[src/rtl/branch_hazard_ctrl_if.sv]
// Handshake bundle between the ID/EX pipeline and branch_hazard_ctrl.
// The pipeline side uses the master modport; the sequencer uses the slave modport.
interface branch_hazard_ctrl_if #(
    parameter int WIDTH_DATA_LENGTH = 32
);
    logic [WIDTH_DATA_LENGTH-1:0] Inst_ID;
    logic                         Inst_Valid;
    logic                         Br_Resolved;
    logic                         Br_Taken;
    logic                         Stall_IF;
    logic                         Bubble_IFID;
    logic                         Flush_IDEX;
    logic                         PC_Sel;
    logic                         Busy;
    logic                         Err;
    logic [15:0]                  Stall_Cnt;

    modport master (
        output Inst_ID, Inst_Valid, Br_Resolved, Br_Taken,
        input  Stall_IF, Bubble_IFID, Flush_IDEX, PC_Sel, Busy, Err, Stall_Cnt
    );

    modport slave (
        input  Inst_ID, Inst_Valid, Br_Resolved, Br_Taken,
        output Stall_IF, Bubble_IFID, Flush_IDEX, PC_Sel, Busy, Err, Stall_Cnt
    );
endinterface

[src/rtl/branch_hazard_ctrl.sv]
// Control-hazard sequencer: stalls fetch on branch/JAL/JALR until EX resolves it.
// Define BRANCH_PREDICT_NT_EN for predict-not-taken with flush on taken.
module branch_hazard_ctrl #(
    parameter int WIDTH_DATA_LENGTH = 32,
    parameter int RESOLVE_TIMEOUT   = 15
) (
    input logic                 clk,
    input logic                 rst,
    branch_hazard_ctrl_if.slave bus
);
    typedef enum logic [1:0] {
        IDLE = 2'd0,
        WAIT = 2'd1,
        SPEC = 2'd2
    } state_t;

    localparam logic [7:0] TIMEOUT = 8'(RESOLVE_TIMEOUT);

    state_t      state_q, state_d;
    logic [7:0]  wcnt_q, wcnt_d;
    logic        err_q, err_d;
    logic [15:0] stall_cnt_q, stall_cnt_d;

    logic [4:0]  opc;
    logic        det;
    logic        stall_if, bubble_ifid, flush_idex, pc_sel;
    logic        unused_inst_bits;

    assign opc = bus.Inst_ID[6:2];
    assign det = bus.Inst_Valid &
                 ((opc == 5'b11000) | (opc == 5'b11011) | (opc == 5'b11001));
    assign unused_inst_bits = ^{bus.Inst_ID[WIDTH_DATA_LENGTH-1:7], bus.Inst_ID[1:0]};

    always_comb begin
        state_d     = state_q;
        wcnt_d      = wcnt_q;
        err_d       = err_q;
        stall_if    = 1'b0;
        bubble_ifid = 1'b0;
        flush_idex  = 1'b0;
        pc_sel      = 1'b0;

        unique case (state_q)
            IDLE: begin
                if (det) begin
`ifdef BRANCH_PREDICT_NT_EN
                    state_d     = SPEC;
`else
                    stall_if    = 1'b1;
                    bubble_ifid = 1'b1;
                    state_d     = WAIT;
`endif
                    wcnt_d      = 8'd0;
                end
            end

            WAIT: begin
                // ID only holds bubbles here, so det is deliberately not examined
                stall_if    = 1'b1;
                bubble_ifid = 1'b1;
                if (bus.Br_Resolved) begin
                    pc_sel  = bus.Br_Taken;
                    state_d = IDLE;
                end else if (wcnt_q == TIMEOUT) begin
                    err_d   = 1'b1;
                    state_d = IDLE;
                end else begin
                    wcnt_d  = wcnt_q + 8'd1;
                end
            end

`ifdef BRANCH_PREDICT_NT_EN
            SPEC: begin
                if (bus.Br_Resolved) begin
                    if (bus.Br_Taken) begin
                        // The wrong-path instruction in ID is flushed, so its det is dropped
                        pc_sel      = 1'b1;
                        bubble_ifid = 1'b1;
                        flush_idex  = 1'b1;
                        state_d     = IDLE;
                    end else if (det) begin
                        state_d     = SPEC;
                        wcnt_d      = 8'd0;
                    end else begin
                        state_d     = IDLE;
                    end
                end else if (wcnt_q == TIMEOUT) begin
                    err_d   = 1'b1;
                    state_d = IDLE;
                end else begin
                    wcnt_d  = wcnt_q + 8'd1;
                end
            end
`endif

            default: state_d = IDLE;
        endcase

        stall_cnt_d = stall_cnt_q + {15'd0, stall_if};
    end

    always_ff @(posedge clk) begin
        if (rst) begin
            state_q     <= IDLE;
            wcnt_q      <= 8'd0;
            err_q       <= 1'b0;
            stall_cnt_q <= 16'd0;
        end else begin
            state_q     <= state_d;
            wcnt_q      <= wcnt_d;
            err_q       <= err_d;
            stall_cnt_q <= stall_cnt_d;
        end
    end

    assign bus.Stall_IF    = stall_if;
    assign bus.Bubble_IFID = bubble_ifid;
    assign bus.Flush_IDEX  = flush_idex;
    assign bus.PC_Sel      = pc_sel;
    assign bus.Busy        = (state_q != IDLE);
    assign bus.Err         = err_q;
    assign bus.Stall_Cnt   = stall_cnt_q;
endmodule

[src/flat_wrapper.sv]
// flat-port wrapper written by rule: the top's interface ports become plain ports
module branch_hazard_ctrl_flat 
#(
    parameter int WIDTH_DATA_LENGTH = 32,
    parameter int RESOLVE_TIMEOUT   = 15
)
  (clk, rst, bus_Inst_ID, bus_Inst_Valid, bus_Br_Resolved, bus_Br_Taken, bus_Stall_IF, bus_Bubble_IFID, bus_Flush_IDEX, bus_PC_Sel, bus_Busy, bus_Err, bus_Stall_Cnt);
  branch_hazard_ctrl_if #(.WIDTH_DATA_LENGTH(WIDTH_DATA_LENGTH)) bus_i ();
  input logic clk;
  input logic rst;
  input wire logic [$bits(bus_i.Inst_ID)-1:0] bus_Inst_ID;
  input wire logic [$bits(bus_i.Inst_Valid)-1:0] bus_Inst_Valid;
  input wire logic [$bits(bus_i.Br_Resolved)-1:0] bus_Br_Resolved;
  input wire logic [$bits(bus_i.Br_Taken)-1:0] bus_Br_Taken;
  output wire logic [$bits(bus_i.Stall_IF)-1:0] bus_Stall_IF;
  output wire logic [$bits(bus_i.Bubble_IFID)-1:0] bus_Bubble_IFID;
  output wire logic [$bits(bus_i.Flush_IDEX)-1:0] bus_Flush_IDEX;
  output wire logic [$bits(bus_i.PC_Sel)-1:0] bus_PC_Sel;
  output wire logic [$bits(bus_i.Busy)-1:0] bus_Busy;
  output wire logic [$bits(bus_i.Err)-1:0] bus_Err;
  output wire logic [$bits(bus_i.Stall_Cnt)-1:0] bus_Stall_Cnt;
  assign bus_i.Inst_ID = bus_Inst_ID;
  assign bus_i.Inst_Valid = bus_Inst_Valid;
  assign bus_i.Br_Resolved = bus_Br_Resolved;
  assign bus_i.Br_Taken = bus_Br_Taken;
  assign bus_Stall_IF = bus_i.Stall_IF;
  assign bus_Bubble_IFID = bus_i.Bubble_IFID;
  assign bus_Flush_IDEX = bus_i.Flush_IDEX;
  assign bus_PC_Sel = bus_i.PC_Sel;
  assign bus_Busy = bus_i.Busy;
  assign bus_Err = bus_i.Err;
  assign bus_Stall_Cnt = bus_i.Stall_Cnt;
  branch_hazard_ctrl #(.WIDTH_DATA_LENGTH(WIDTH_DATA_LENGTH), .RESOLVE_TIMEOUT(RESOLVE_TIMEOUT)) u_core (.clk(clk), .rst(rst), .bus(bus_i));
endmodule
[config.mk]
export PLATFORM = sky130hd
export DESIGN_NAME = branch_hazard_ctrl_flat
export DESIGN_NICKNAME = d
export VERILOG_FILES = /design/src/rtl/branch_hazard_ctrl_if.sv /design/src/rtl/branch_hazard_ctrl.sv /design/src/flat_wrapper.sv
export SDC_FILE = /design/constraint.sdc
export NUM_CORES = 1
export LEC_CHECK = 0
export ABC_AREA = 1
export CAP_MARGIN = 20
export CORE_MARGIN = 2
export CORE_UTILIZATION = 41
export CTS_CLUSTER_DIAMETER = 150
export DETAILED_ROUTE_END_ITERATION = 6
export PLACE_DENSITY = 0.88
export SETUP_SLACK_MARGIN = 0.02
export SYNTH_ARGS = -nofsm -noshare
export SYNTH_HDL_FRONTEND = slang
export SYNTH_SLANG_ARGS = --single-unit
[constraint.sdc]
create_clock -name clk -period 2 [get_ports clk]
set_input_delay 0.2 -clock clk [delete_from_list [all_inputs] [get_ports clk]]
set_output_delay 0.2 -clock clk [all_outputs]
set_load 0.02 [all_outputs]
==> qor_table.md, run 1 <==
| Quantity | Reported |
|---|---|
| Maximum resistive drop on vdd | 0.000630 V |
| Row count | 20 |
| Crit path kind | in2out |
| Resized cells post-CTS | 0 |
| Top cells by area in the synthesized netlist | dfxtp_1 (39%), nand2_1 (9.6%), inv_1 (8.2%) |
| Endpoints failing hold | 0 |
| Total DRC errors in the routed layout | 0 |
| Buffers on Ports | 30 |
| Clock insertion delay at the later pin of the skew report | 0.33 ns |
| Total non-filler cell area in the finished layout | 0.00175 mm^2 |
| Data required time at the worst endpoint | 1.80 ns |
| Sequential area share after synthesis | 0.393 |
| Detailed-route wire length | 2.66 mm |
| Final worst-path cycle share | 0.920 |
| Sinks on Clock Net | 26 |
| DRC marker count from the first detailed-route iteration | 17 |
| Final-stage net count | 262 |
| Die ar. | 0.00370 mm^2 |
| Largest net degree at the start of global routing | 16 |
| Critical path peak fanout | 2 |
| FF/Latch Area | 520 um^2 |
| Number of setup violations in the final report | 0 |
| Clock transition at the registers of the reported paths | 0.13 ns |
| Most used DFF post-synth | dfxtp_1 |
| Wire length of the first global-routing pass | 4.62 mm |
| Final RePlAce weighted congestion | 0.753 |
| Total negative slack | 0 ns |
| Synth-to-Final Area Change | 32.3% |
| Leading cell type in the layout, fill and taps excluded | nand2_1 |
| Total standard cell area after synthesis | 0.00133 mm^2 |
| CTS root buf | clkbuf_4 |
| Cells after Synth | 185 |
| Area of combinational cells with multiple inputs | 667 um^2 |
| Global-route usage over all layers | 0.161 |
| Leftover overflow at the end of global routing | 0 |
| Number of CTS-inserted buffers | 3 |
| Count of fill cells added during filler insertion | 288 |
| Cell with the biggest individual delay on the critical path | clkdlybuf4s50_1 |
| Number of warnings printed during yosys synthesis | 0 |
| Number of vias after detailed routing | 1270 |
| Die Ht | 60.9 um |
| TritonCTS clock tree | yes |
| Run status | finished, final reports clean |
| Die outline width | 60.9 um |
| Minimum period implied by the final worst setup slack | 1.84 ns |
| Number of synthesized register bits | 26 |
| H-tree levels | 1 |
| Leakage power figure | 0.000710 uW |
| Dpl cells | 261 |
| Average detailed-routed wire length per instance | 10.0 um |
| Most used cells in the layout excluding fill and tap cells | nand2_1 (34), clkdlybuf4s50_1 (30), inv_1 (29) |
| Peak Freq | 0.543 GHz |
| Number of diodes | 0 |
| Nets in the synthesized netlist | 225 |
| Fraction of layout instances using a drive strength above 1 | 0.118 |
| Mean instance size in the synthesized netlist | 7.16 um^2 |
| Number of antenna violations at the first check in global routing | 0 |
| Critical Path Max Stage Delay | 0.59 ns |
| RSZ-0062 raised after global routing | yes |
| Via count of the first global-routing pass | 1197 |
| Most prevalent standard cell on the critical path | clkdlybuf4s50_1 |
| Cells along the critical path | clkdlybuf4s50_1 > inv_1 > nor2_2 > nand3_1 > nand2_1 > buf_4 > clkdlybuf4s50_1 |
| Number of buffers on the longest clock path | 2 |
| Starting density of the core | 0.434 |
| Post-placement cell area | 0.00170 mm^2 |
| CTS Hold Buffers Added | 0 |
| Number of nets with antenna violations after detailed routing | 0 |
| Post-CTS setup buffers | 0 |
| First-pass detailed-route iteration total | 4 |
| CP arrival | 1.64 ns |
| Worst Skew | 0.0145 ns |
| MaxCap Viol Count | 0 |
| Area of the core | 0.00305 mm^2 |
| Final cell count without fillers | 265 |
| Number of distinct library cell variants in the gate-level netlist after synthesis | 29 |
| CP Capture Type | output pin |
| EDFF count, synth | 0 |
| IO Count | 59 |
| Power density normalized to cell area | 544 mW/mm^2 |
| Share of synthesized flip-flops with an asynchronous set or reset | 0 |
| Cell type with the highest aggregate area in the netlist | dfxtp_1 |
| Share of the synthesized area in the top cell type | 0.393 |
| Launching element type of the critical path | input port |
| Post-detailed-route via-to-cell ratio | 4.79 |
| Detailed Place HPWL | 2.05 mm |
| Number of max-slew violations in the final report | 0 |
| Class of the tightest hold or removal check | reg2reg |
[layout make-up]
type / count / area share
clock buffers: 3 / 0.0128
flip-flops and latches: 26 / 0.297
repair buffers: 36 / 0.197
multi-input cells: 125 / 0.380
clock inverters: 1 / 0.0171
well taps: 44 / 0.0314
inverters: 30 / 0.0642
[kinds of logic after synthesis]
kind of cell,count (synthesis),share of synthesized area
AOI/OAI and AO/OA,31,0.138
buffers and inverters,34,0.104
and+or+nand+nor,90,0.334
DFF,26,0.393
adders and majority gates,3,0.0283
other,1,0.00283
[sequential cells by signal, indices dropped and copies added (netlist names)]
signal                cells
u_core.bus.Stall_Cnt     16
u_core.wcnt_q             8
u_core.bus.Err            1
u_core.state_q            1
[report_power, final]
part           internal, uW  switching (uW)  leakage (uW)
clock                   203             162     0.0000279
sequential              520            1.13      0.000209
combinational          35.3            33.2      0.000473
[metal layers]
metal | share of wire | GRT usage | up-vias | wire, um
li1 | - | - | 653 | -
met1 | 0.45 | 0.181 | 584 | 1190
met2 | 0.49 | 0.303 | 31 | 1290
met3 | 0.060 | 0.0426 | 2 | 160
met4 | 0.0045 | 0.0342 | 0 | 12
met5 | 0 | 0 | - | 0
[cells in the mapped netlist, types with 3 or more instances]
cell,count
a21oi_1,16
dfxtp_1,26
ha_1,3
inv_1,29
nand2_1,34
nand3_1,11
nor2_1,28
nor2_2,3
o21ai_0,8
[path summary, 6_finish.rpt]
path,cells after the start,endpoint,slack [ns],startpoint
hold / removal,2,u_core.bus.Stall_Cnt[14]$_SDFF_PP0_,0.49,u_core.bus.Stall_Cnt[14]$_SDFF_PP0_
setup / recovery,7,bus_Stall_IF,0.16,bus_Inst_ID[5]
setup reg to reg,9,u_core.bus.Stall_Cnt[12]$_SDFF_PP0_,0.26,u_core.state_q[0]$_SDFFE_PP0P_
hold reg to reg,2,u_core.bus.Stall_Cnt[14]$_SDFF_PP0_,0.49,u_core.bus.Stall_Cnt[14]$_SDFF_PP0_
[through the flow]
stage	power (uW)	utilization	setup WS, ns	hold slack [ns]
floorplan	567	-	0.0890	0.455
global placement	599	0.557	-0.119	0.450
detailed placement	601	0.557	-0.147	0.461
CTS	964	0.574	0.152	0.492
global route	994	0.574	0.0155	0.524
finish	954	0.574	0.160	0.487
[critical path: cells and delay by family]
family	cells	cell delay (ns)
simple gates	3	0.25
buf+inv	4	1.19
Power figures use the tool's default switching activity.
==> run 2: changes to the inputs <==
- ABC_CLOCK_PERIOD_IN_PS: default -> 2000
==> results of run 2 <==
Same layout as run 1: the final DEF is identical, and so are final timing and power.
==> run 3: changes to the inputs <==
- ABC_CLOCK_PERIOD_IN_PS: 2000 -> default
- PLACE_DENSITY: 0.88 -> 0.79
==> run 3 against run 2 <==
Critical path depth is the same. Design area grew 1.1%. Sequential power is essentially flat. Clock power shrank 1%. First-iteration DRC count grew 82%. Clock skew shrank 0.0066 ns. Critical endpoint unchanged. Routed wire length shrank 0.90%. Combinational power grew 0.7%. Largest cell class unchanged. Sequential share of layout area shrank 0.34 points. Via count shrank 3.9%.
==> qor_table.md, run 3 (synthesis results as in run 1) <==
| Quantity | Reported | vs previous |
|---|---|---|
| Crit path kind | in2out | unchanged |
| DRC marker count from the first detailed-route iteration | 31 | was 17 |
| Via count of the first global-routing pass | 1018 | was 1197 |
| Fraction of layout instances using a drive strength above 1 | 0.149 | was 0.118 |
| Area of the core | 0.00305 mm^2 | unchanged |
| Number of diodes | 0 | unchanged |
| TritonCTS clock tree | yes | unchanged |
| Wire length of the first global-routing pass | 4.22 mm | was 4.62 mm |
| Most used cells in the layout excluding fill and tap cells | nand2_1 (32), clkdlybuf4s50_1 (30), inv_1 (28), nor2_1 (28), dfxtp_1 (26) | was nand2_1 (34), clkdlybuf4s50_1 (30), inv_1 (29) |
| Peak Freq | 0.544 GHz | was 0.543 GHz |
| Maximum resistive drop on vdd | 0.000385 V | was 0.000630 V |
| Util after Layout | 0.581 | was 0.574 |
| Buffers on Ports | 30 | unchanged |
| Post-detailed-route via-to-cell ratio | 4.61 | was 4.79 |
| Run status | finished, final reports clean | unchanged |
| Number of buffers on the longest clock path | 2 | unchanged |
| Leftover overflow at the end of global routing | 0 | unchanged |
| Number of vias after detailed routing | 1221 | was 1270 |
| Power density normalized to cell area | 536 mW/mm^2 | was 544 mW/mm^2 |
| Critical path peak fanout | 2 | unchanged |
| MaxCap Viol Count | 0 | unchanged |
| Leading cell type in the layout, fill and taps excluded | nand2_1 | unchanged |
| Post-CTS setup buffers | 0 | unchanged |
| Die outline width | 60.9 um | unchanged |
| Clock insertion delay at the later pin of the skew report | 0.32 ns | was 0.33 ns |
| Number of nets with antenna violations after detailed routing | 0 | unchanged |
| Synth-to-Final Area Change | 33.8% | was 32.3% |
| Data required time at the worst endpoint | 1.80 ns | about the same |
| Number of setup violations in the final report | 0 | unchanged |
| Detailed-route wire length | 2.63 mm | was 2.66 mm |
| Leakage power figure | 0.000705 uW | was 0.000710 uW |
| CP Capture Type | output pin | unchanged |
| Endpoints failing hold | 0 | unchanged |
| Number of CTS-inserted buffers | 3 | unchanged |
| Resized cells post-CTS | 0 | unchanged |
| Global-route usage over all layers | 0.154 | was 0.161 |
| Row count | 20 | unchanged |
| Class of the tightest hold or removal check | reg2reg | unchanged |
| Number of antenna violations at the first check in global routing | 0 | unchanged |
| Worst Skew | 0.00785 ns | was 0.0145 ns |
| Count of fill cells added during filler insertion | 284 | was 288 |
| Die Ht | 60.9 um | unchanged |
| First-pass detailed-route iteration total | 4 | unchanged |
| Area of combinational cells with multiple inputs | 687 um^2 | was 667 um^2 |
| RSZ-0062 raised after global routing | no | was yes |
| IO Count | 59 | unchanged |
| Overall power consumption | 950 uW | was 954 uW |
| FF/Latch Area | 520 um^2 | unchanged |
| Max reg flops | 16 | unchanged |
| CTS root buf | clkbuf_4 | unchanged |
| Final RePlAce weighted congestion | 0.753 | about the same |
| Launching element type of the critical path | input port | unchanged |
| Average detailed-routed wire length per instance | 9.93 um | was 10.0 um |
| Detailed Place HPWL | 1.93 mm | was 2.05 mm |
| Clock transition at the registers of the reported paths | 0.14 ns | was 0.13 ns |
| Total DRC errors in the routed layout | 0 | unchanged |
| H-tree levels | 1 | unchanged |
| Final-stage net count | 262 | unchanged |
| Final worst-path cycle share | 0.920 | about the same |
| Die ar. | 0.00370 mm^2 | unchanged |
| CP arrival | 1.64 ns | about the same |
| Sinks on Clock Net | 26 | unchanged |
| Starting density of the core | 0.434 | unchanged |
| Largest net degree at the start of global routing | 16 | unchanged |
| CTS Hold Buffers Added | 0 | unchanged |
| Minimum period implied by the final worst setup slack | 1.84 ns | about the same |
| Number of max-slew violations in the final report | 0 | unchanged |
run 3: final timing paths:
check | start | endpoint | slack [ns] | cells past startpoint
hold reg to reg | u_core.bus.Stall_Cnt[14]$_SDFF_PP0_ | u_core.bus.Stall_Cnt[14]$_SDFF_PP0_ | 0.50 | 2
hold / removal | u_core.bus.Stall_Cnt[14]$_SDFF_PP0_ | u_core.bus.Stall_Cnt[14]$_SDFF_PP0_ | 0.50 | 2
setup / recovery | bus_Inst_ID[5] | bus_Stall_IF | 0.16 | 7
setup reg to reg | u_core.state_q[0]$_SDFFE_PP0P_ | u_core.bus.Stall_Cnt[14]$_SDFF_PP0_ | 0.24 | 9
run 3: per-stage QoR:
step	instances	hold slack (ns)	instance area [um^2]	setup TNS (ns)	setup slack [ns]
global route	265	0.528	1770	0	0.0185
CTS	265	0.494	1750	0	0.139
finish	265	0.498	1770	0	0.160
global placement	261	0.464	1700	-0.544	-0.130
floorplan	185	0.455	1330	0	0.0890
detailed placement	261	0.469	1700	-0.886	-0.179
run 3: metal layers:
layer | wire (um) | global-route usage
met1 | 1250 | 0.196
met2 | 1170 | 0.255
met3 | 164 | 0.0213
met4 | 42 | 0.0745
met5 | 0 | 0
run 3: final cells by class:
type | count | area share
Timing Repair Buffer | 36 | 0.195
Tap cell | 44 | 0.0311
Inverter | 30 | 0.0635
Clock inverter | 1 | 0.0169
Clock buffer | 3 | 0.0127
Sequential cell | 26 | 0.294
Multi-Input combinational cell | 125 | 0.387
run 3: report_power, final:
group | switching (uW) | total, uW | internal, uW
sequential | 1.15 | 521 | 520
clock | 157 | 360 | 203
combinational | 33.4 | 69.0 | 35.6
total | 191 | 950 | 758
run 3: critical path, stage by stage:
cell and delay (ns):
clkdlybuf4s50_1 0.45, inv_1 0.04, nor2_2 0.09, nand3_1 0.09, nand2_2 0.08, buf_4 0.10, clkdlybuf4s50_1 0.59
